==> src/rtl/lcd_pkg.sv <==
// Shared LCD1602 definitions for the read and write paths: bus-phase states,
// register-select codes, busy-flag bit position and a counter-width helper.
package lcd_pkg;

   typedef enum logic [1:0] {
      StIdle,
      StSetup,
      StEHigh,
      StHold
   } lcd_state_e;

   localparam logic        RS_IR  = 1'b0;
   localparam logic        RS_DR  = 1'b1;
   localparam int unsigned BF_BIT = 7;

   // Bits needed to hold the largest of four counts without wrapping.
   function automatic int unsigned cnt_width(input int unsigned a, input int unsigned b,
                                             input int unsigned c, input int unsigned d);
      int unsigned m;
      m = a;
      if (b > m) m = b;
      if (c > m) m = c;
      if (d > m) m = d;
      return (m < 1) ? 1 : $clog2(m + 1);
   endfunction

endpackage

==> src/rtl/lcd_timer.sv <==
// Loadable down-counter for bus-phase timing; saturates at zero and flags it.
module lcd_timer #(
   parameter int unsigned W = 2
) (
   input  logic         clk,
   input  logic         rst,
   input  logic         load,
   input  logic [W-1:0] load_val,
   output logic         zero
);

   logic [W-1:0] cnt_q;

   always_ff @(posedge clk or negedge rst) begin
      if (!rst) begin
         cnt_q <= '0;
      end else if (load) begin
         cnt_q <= load_val;
      end else if (cnt_q != '0) begin
         cnt_q <= cnt_q - W'(1);
      end
   end

   assign zero = (cnt_q == '0);

endmodule

==> src/rtl/lcd_reader.sv <==
// LCD1602 read-cycle generator (SETUP/EHIGH/HOLD) with registered bus outputs.
// Optional busy-flag polling is built when LCD_BUSY_POLL_EN is defined.
module lcd_reader
   import lcd_pkg::*;
#(
   parameter int unsigned T_AS     = 1,
   parameter int unsigned T_PW     = 2,
   parameter int unsigned T_H      = 1,
   parameter int unsigned POLL_MAX = 255
) (
   input  logic       clk,
   input  logic       rst,
   input  logic       req,
   input  logic       req_rs,
   input  logic [7:0] db_in,
   input  logic       poll,
   output logic       e,
   output logic       rs,
   output logic       rw,
   output logic       busy,
   output logic       rd_valid,
   output logic [7:0] rd_data,
   output logic       poll_done,
   output logic       poll_timeout
);

   localparam int unsigned CW = cnt_width(T_AS, T_PW, T_H, POLL_MAX);

   lcd_state_e    state_q;
   logic          tmr_load;
   logic [CW-1:0] tmr_val;
   logic          tmr_zero;
   logic          poll_start;
   logic          poll_again;
   logic          start;

`ifdef LCD_BUSY_POLL_EN
   logic          poll_mode_q;
   logic [CW-1:0] poll_cnt_q;

   assign poll_start = (state_q == StIdle) && poll;
   // Another read only while the busy flag is still set and reads remain.
   assign poll_again = poll_mode_q && rd_data[BF_BIT] && (poll_cnt_q < CW'(POLL_MAX));

   always_ff @(posedge clk or negedge rst) begin
      if (!rst) begin
         poll_mode_q  <= 1'b0;
         poll_cnt_q   <= '0;
         poll_done    <= 1'b0;
         poll_timeout <= 1'b0;
      end else begin
         poll_done    <= 1'b0;
         poll_timeout <= 1'b0;
         if (poll_start) begin
            poll_mode_q <= 1'b1;
            poll_cnt_q  <= '0;
         end else if (poll_mode_q && (state_q == StEHigh) && tmr_zero) begin
            poll_cnt_q <= poll_cnt_q + CW'(1);
         end else if (poll_mode_q && (state_q == StHold) && tmr_zero && !poll_again) begin
            poll_mode_q <= 1'b0;
            if (rd_data[BF_BIT]) poll_timeout <= 1'b1;
            else                 poll_done    <= 1'b1;
         end
      end
   end
`else
   logic unused_poll;

   assign unused_poll  = poll;
   assign poll_start   = 1'b0;
   assign poll_again   = 1'b0;
   assign poll_done    = 1'b0;
   assign poll_timeout = 1'b0;
`endif

   assign start = req | poll_start;

   always_comb begin
      tmr_load = 1'b0;
      tmr_val  = '0;
      unique case (state_q)
         StIdle: begin
            if (start) begin
               tmr_load = 1'b1;
               tmr_val  = CW'(T_AS - 1);
            end
         end
         StSetup: begin
            if (tmr_zero) begin
               tmr_load = 1'b1;
               tmr_val  = CW'(T_PW - 1);
            end
         end
         StEHigh: begin
            if (tmr_zero) begin
               tmr_load = 1'b1;
               tmr_val  = CW'(T_H - 1);
            end
         end
         StHold: begin
            if (tmr_zero && poll_again) begin
               tmr_load = 1'b1;
               tmr_val  = CW'(T_AS - 1);
            end
         end
         default: ;
      endcase
   end

   lcd_timer #(
      .W (CW)
   ) u_timer (
      .clk      (clk),
      .rst      (rst),
      .load     (tmr_load),
      .load_val (tmr_val),
      .zero     (tmr_zero)
   );

   always_ff @(posedge clk or negedge rst) begin
      if (!rst) begin
         state_q  <= StIdle;
         e        <= 1'b0;
         rs       <= RS_IR;
         rw       <= 1'b0;
         busy     <= 1'b0;
         rd_valid <= 1'b0;
         rd_data  <= 8'h00;
      end else begin
         rd_valid <= 1'b0;
         unique case (state_q)
            StIdle: begin
               if (start) begin
                  state_q <= StSetup;
                  rs      <= poll_start ? RS_IR : req_rs;
                  rw      <= 1'b1;
                  busy    <= 1'b1;
               end
            end
            StSetup: begin
               if (tmr_zero) begin
                  state_q <= StEHigh;
                  e       <= 1'b1;
               end
            end
            StEHigh: begin
               if (tmr_zero) begin
                  state_q  <= StHold;
                  e        <= 1'b0;
                  rd_data  <= db_in;
                  rd_valid <= 1'b1;
               end
            end
            StHold: begin
               if (tmr_zero) begin
                  if (poll_again) begin
                     state_q <= StSetup;
                  end else begin
                     state_q <= StIdle;
                     rw      <= 1'b0;
                     busy    <= 1'b0;
                  end
               end
            end
            default: state_q <= StIdle;
         endcase
      end
   end

endmodule

==> config.mk <==
export PLATFORM = sky130hd
export DESIGN_NAME = lcd_reader
export DESIGN_NICKNAME = d
export VERILOG_FILES = /design/src/rtl/lcd_pkg.sv /design/src/rtl/lcd_timer.sv /design/src/rtl/lcd_reader.sv
export SDC_FILE = /design/constraint.sdc
export NUM_CORES = 1
export LEC_CHECK = 0
export BUFFER_PORTS_ARGS = -buffer_cell sky130_fd_sc_hd__buf_4
export CORE_ASPECT_RATIO = 1.25
export CORE_MARGIN = 3
export CORE_UTILIZATION = 56
export CTS_CLUSTER_SIZE = 16
export DETAILED_ROUTE_END_ITERATION = 10
export PLACE_DENSITY = 0.94
export SLEW_MARGIN = 20
export SYNTH_ARGS = -nofsm -noshare
export SYNTH_HDL_FRONTEND = slang
export SYNTH_SLANG_ARGS = --single-unit
==> constraint.sdc <==
create_clock -name clk -period 2.96 [get_ports clk]
set_clock_uncertainty 0.2 [all_clocks]
set_input_delay 0.296 -clock clk [delete_from_list [all_inputs] [get_ports clk]]
set_output_delay 0.296 -clock clk [all_outputs]
set_load 0.01 [all_outputs]
=== Word-level counts from Yosys, hierarchy flattened ===
Index checks and enable logic that the tools add are counted.

* Flip-flop bits (word level): 22
* Input bits: 13
* Output and inout bits: 15
* Logic and storage cells: 46

* Add/sub/neg operators: 1
* Equal/unequal tests: 7
* Multiplexer cells: 18
* Reductions and logical operators: 13

{| class="wikitable"
|+ Operator list
! kind !! number
|-
| 8-bit 2-to-1 mux || 2
|-
| 8-bit case mux with 2 select lines || 1
|-
| 8-bit logical NOT || 1
|-
| 2-bit 2-to-1 mux || 4
|-
| 2-bit inequality test, second input constant || 4
|-
| 2-bit case mux with 4 select lines || 1
|-
| 8-bit nonzero test || 1
|-
| 8-bit by 1-bit subtractor with 8-bit output, second input constant || 1
|-
| 1-bit 2-to-1 mux || 7
|-
| 3-bit AND reduction || 2
|-
| 2-bit nonzero test || 3
|-
| 2-bit equality test, second input constant || 2
|-
| 1-bit case mux with 2 select lines || 2
|-
| 2-bit AND reduction || 2
|-
| 4-bit AND reduction || 1
|-
| 1-bit case mux with 3 select lines || 1
|-
| 3-bit OR reduction || 1
|-
| 2-bit by 1-bit equality test with 1-bit output, second input constant || 1
|-
| 2-bit logical NOT || 1
|-
| 2-bit OR reduction || 1
|}

=== Depth between registers and ports, before layout ===
* Depth in word-level cells: 4
* Mapped depth: 7
* Mapped depth without buffers: 6

=== Modules after synthesis ===
A second synthesis with hierarchy kept.

* Cell total of the unflattened synthesis: 108
* Area total of the unflattened synthesis: 1169.9 um2

{| class="wikitable"
|+ Modules (own cells, without submodules)
! module !! instances !! cells each !! area an instance (um2)
|-
| lcd_reader || 1 || 54 || 693.2
|-
| lcd_timer || 1 || 54 || 476.7
|}

=== Least setup slack after synthesis ===
OpenSTA, ideal clock, no wires.

* Path type: register -> register
* Start: register u_timer.cnt_q[0]
* End: register state_q[1]
* Library setup time: 0.125 ns
* Data arrival time: 1.621 ns
* Data required time: 2.635 ns
* Slack: 1.015 ns
* Stages on the path, launching flop included: 7
* Buffers on the path: 0
* Clock period less this slack: 1.945 ns
* Path through: dfrtp_1 > inv_1 > ha_1 > nor3b_2 > and2_4 > a2bb2oi_1 > mux2_2

* Cells in the longest elaborated chain, start to end: 3

{| class="wikitable"
|+ Ends and longest elaborated chain
! what !! line !! source
|-
| from (decl) || lcd_timer.sv:12 || <nowiki>logic [W-1:0] cnt_q;</nowiki>
|-
| from (signal assigned) || lcd_timer.sv:18 || <nowiki>cnt_q <= load_val;</nowiki>
|-
| from (signal assigned) || lcd_timer.sv:20 || <nowiki>cnt_q <= cnt_q - W'(1);</nowiki>
|-
| 8-bit logical NOT (*) || lcd_timer.sv:24 || <nowiki>assign zero = (cnt_q == '0);</nowiki>
|-
| 2-bit inequality test (no line) || n/a ||
|-
| 4-bit AND reduction (no line) (*) || n/a ||
|-
| to (signal assigned) || lcd_reader.sv:122 || <nowiki>state_q <= StIdle;</nowiki>
|-
| to (signal assigned) || lcd_reader.sv:134 || <nowiki>state_q <= StSetup;</nowiki>
|-
| to (signal assigned) || lcd_reader.sv:142 || <nowiki>state_q <= StEHigh;</nowiki>
|-
| to (decl) || lcd_reader.sv:29 || <nowiki>lcd_state_e state_q;</nowiki>
|}

Mark *: on every way between the ends. The rest lies on a longest branch, timed or not.
A chain may end at the register's enable or synchronous reset.

=== Worst setup path after layout ===
Same ends and word-level chain as after synthesis.

==> results by group <==
Timing
  – Fin crit period: 2.25 ns
  – Unrepaired setup endpoints after global routing: no
  – Final Hold Viols: 0
  – Setup violators final: 0
  – Worst Max-Slew Pin Slew: 0.568 ns
  – Min Hold Slack: 0.00521 ns
  – Max-slew violations: 0
  – Max_slew headroom: 0.618
  – Max Clock Freq: 444 MHz
  – Setup TNS: 0 ns
  – Final setup margin: 0.706 ns
  – Final period util: 0.761

CTS
  – Cts hold-fix bufs: 2
  – Clock Latency Late Sink: 0.31 ns
  – Clock Sinks: 22
  – TritonCTS buffer count: 3
  – CTS tree: built
  – PostCTS Resize Cnt: 0
  – CTS root buffer: clkbuf_4
  – Postcts setup bufs: 0
  – Clock Path Buffers: 2
  – H-Tree Level Count: 1
  – Clk slew on worst S/H paths: 0.12 ns

Synth
  – Top cell type's share of synthesized area: 0.457
  – Synth Warn #: 0
  – Top post-synthesis cells by area: dfrtp_1 46%, mux2_4 10%, ha_1 7.3%, a21oi_1 3.7%, nand2_1 2.8%
  – Mapped Cells: 104
  – Seq/Total Area, Yosys: 0.457
  – Post-synth ARST share: 1.00
  – Post-synth top area cell: dfrtp_1
  – Synth top cells by count: 22 x dfrtp_1, 9 x a21oi_1, 9 x nand2_1
  – #FFs+latches synth: 22
  – Synth unique cells: 33
  – Ys flop type: dfrtp_1
  – Syn_area_per_cell: 11.6 µm²
  – Count leader, synth: dfrtp_1
  – EDFF count, synth: 0
  – Syn Std Cell Area: 1200 µm²

Drt
  – Routed Antenna Nets: 0
  – Final wirelength: 2380 µm
  – Mean routed wirelength per cell: 15.6 µm
  – DR iter-0 viols: 9
  – First-pass iteration count of the detailed router: 4
  – Vias per std cell: 5.57
  – DR vias: 846
  – # DRC: 0

Finish
  – Layout cells sized above 1: 0.341
  – Synth-to-layout area growth: 19.0%
  – Antenna diodes: 0
  – Nets: 154

Power
  – Power density over cell area: 1060 nW/µm²
  – Static Leak: 0.717 nW
  – Max IR drop VDD: 0.744 mV

Die
  – Row count: 18
  – Die ar.: 2750 µm²
  – Die height: 57.9 µm
  – Core box area: 2000 µm²
  – Die width: 47.5 µm
  – Initial Utilization: 0.601
  – Top Ports: 28

Placed design
  – DP HPWL: 1710 µm
  – Worst slack, placed: 0.751 ns
  – I/O Buffers: 24
  – Final Wtd Congestion: 0.764

GRT
  – Total global-route track usage: 0.192
  – Largest net degree at the start of global routing: 23
  – First-pass GRT wire length: 3910 µm
  – GRT Residual Overflow: 0
  – Vias in the first global route: 913
  – Initial antenna violation count: 0

Setup path
  – CP top delay family: simple AND/OR/NAND/NOR gates
  – CP endpoint kind: flop
  – Max FO, Critical Path: 11
  – WP data arrival: 2.26 ns
  – CP max stage cell: dfrtp_1
  – Worst setup SP type: flop
  – Slowest Stage Delay on Critical Path: 0.42 ns
  – Worst Path Required: 2.96 ns
  – Kind of critical path: reg2reg
  – Worst-path cell chain: inv_1 -> ha_1 -> nor3b_2 -> and2_4 -> a2bb2oi_1 -> mux2_2
  – WP buf/inv: 1

Flow run
  – Max_cap viols: 0

Outcome
  – Outcome: complete, no violations

Hold path
  – Worst min-delay path class: in2reg
final timing paths:
check / from / endpoint / slack [ns] / depth (start not counted)
max in group asynchronous: rst / rs$_DFFE_PN0P_ / 2.15 / 2
worst min register to register: u_timer.cnt_q[0]$_DFFE_PN0P_ / u_timer.cnt_q[0]$_DFFE_PN0P_ / 0.30 / 1
worst max register to register: u_timer.cnt_q[0]$_DFFE_PN0P_ / state_q[1]$_DFFE_PN0P_ / 0.71 / 6
min in group asynchronous: rst / u_timer.cnt_q[5]$_DFFE_PN0P_ / 0.19 / 2
worst max-delay path: u_timer.cnt_q[0]$_DFFE_PN0P_ / state_q[1]$_DFFE_PN0P_ / 0.71 / 6
worst min-delay path: db_in[6] / rd_data[6]$_DFFE_PN0P_ / 0.005 / 2
layout make-up:
type	instances	area (µm²)
multi-input combinational	71	586
fill	129	571
tap	20	25.0
sequential	22	551
inverter	8	30.0
timing repair buffer	28	220
clock buffer	3	22.5
stage by stage:
step           area [µm²]  total power [mW]  std cells   util
4_1_cts              1410              1.52        150  0.705
5_1_grt              1430              1.65        152  0.715
6_report             1430              1.53        152  0.715
3_3_place_gp         1370              1.33        145  0.684
2_1_floorplan        1210              1.14        105      -
3_5_place_dp         1370              1.38        145  0.684
placed cells by master (no fill, tap or decap), types with 2 or more instances in the layout:
cell type / count
nor2_1: 7
mux2_2: 2
ha_1: 7
conb_1: 2
clkbuf_4: 3
o21ai_0: 4
nand2_1: 9
a21oi_1: 9
dfrtp_1: 22
buf_4: 24
a2bb2oi_1: 2
dlygate4sd3_1: 4
mux2_4: 8
inv_1: 8
mux2i_1: 2
metal layers:
layer  up-vias  global-route usage  share of wire
met5         -                   0              0
met4         0              0.0751          0.013
met3         5              0.0404          0.047
met1       402               0.256           0.41
li1        413                   -              -
met2        26               0.299           0.53
where the power goes:
part           switching (mW)  internal [mW]  leakage [nW]
Clock                  0.0879         0.0476        0.0138
Sequential              0.129          0.442         0.265
Combinational           0.388          0.432         0.437
state kept, by name, summed over array words and instances (netlist names):
register and cells:
u_timer.cnt_q 8, e 1, rd_valid 1, busy 1, rd_data 8, state_q 2
rs 1
kinds of logic (layout without fill, tap and decap cells):
kind of cell    count (synthesis)  count (layout)  share of synthesized area
simple gates                   27              27                      0.141
compound gates                 22              22                      0.124
flops                          22              22                      0.457
mux                            12              12                      0.135
buf+inv                        12              39                     0.0602
fa+ha+maj                       7               7                     0.0727
other cells                     1               2                    0.00311
xor+xnor                        1               1                    0.00727
(Power assumes the default switching activity.)
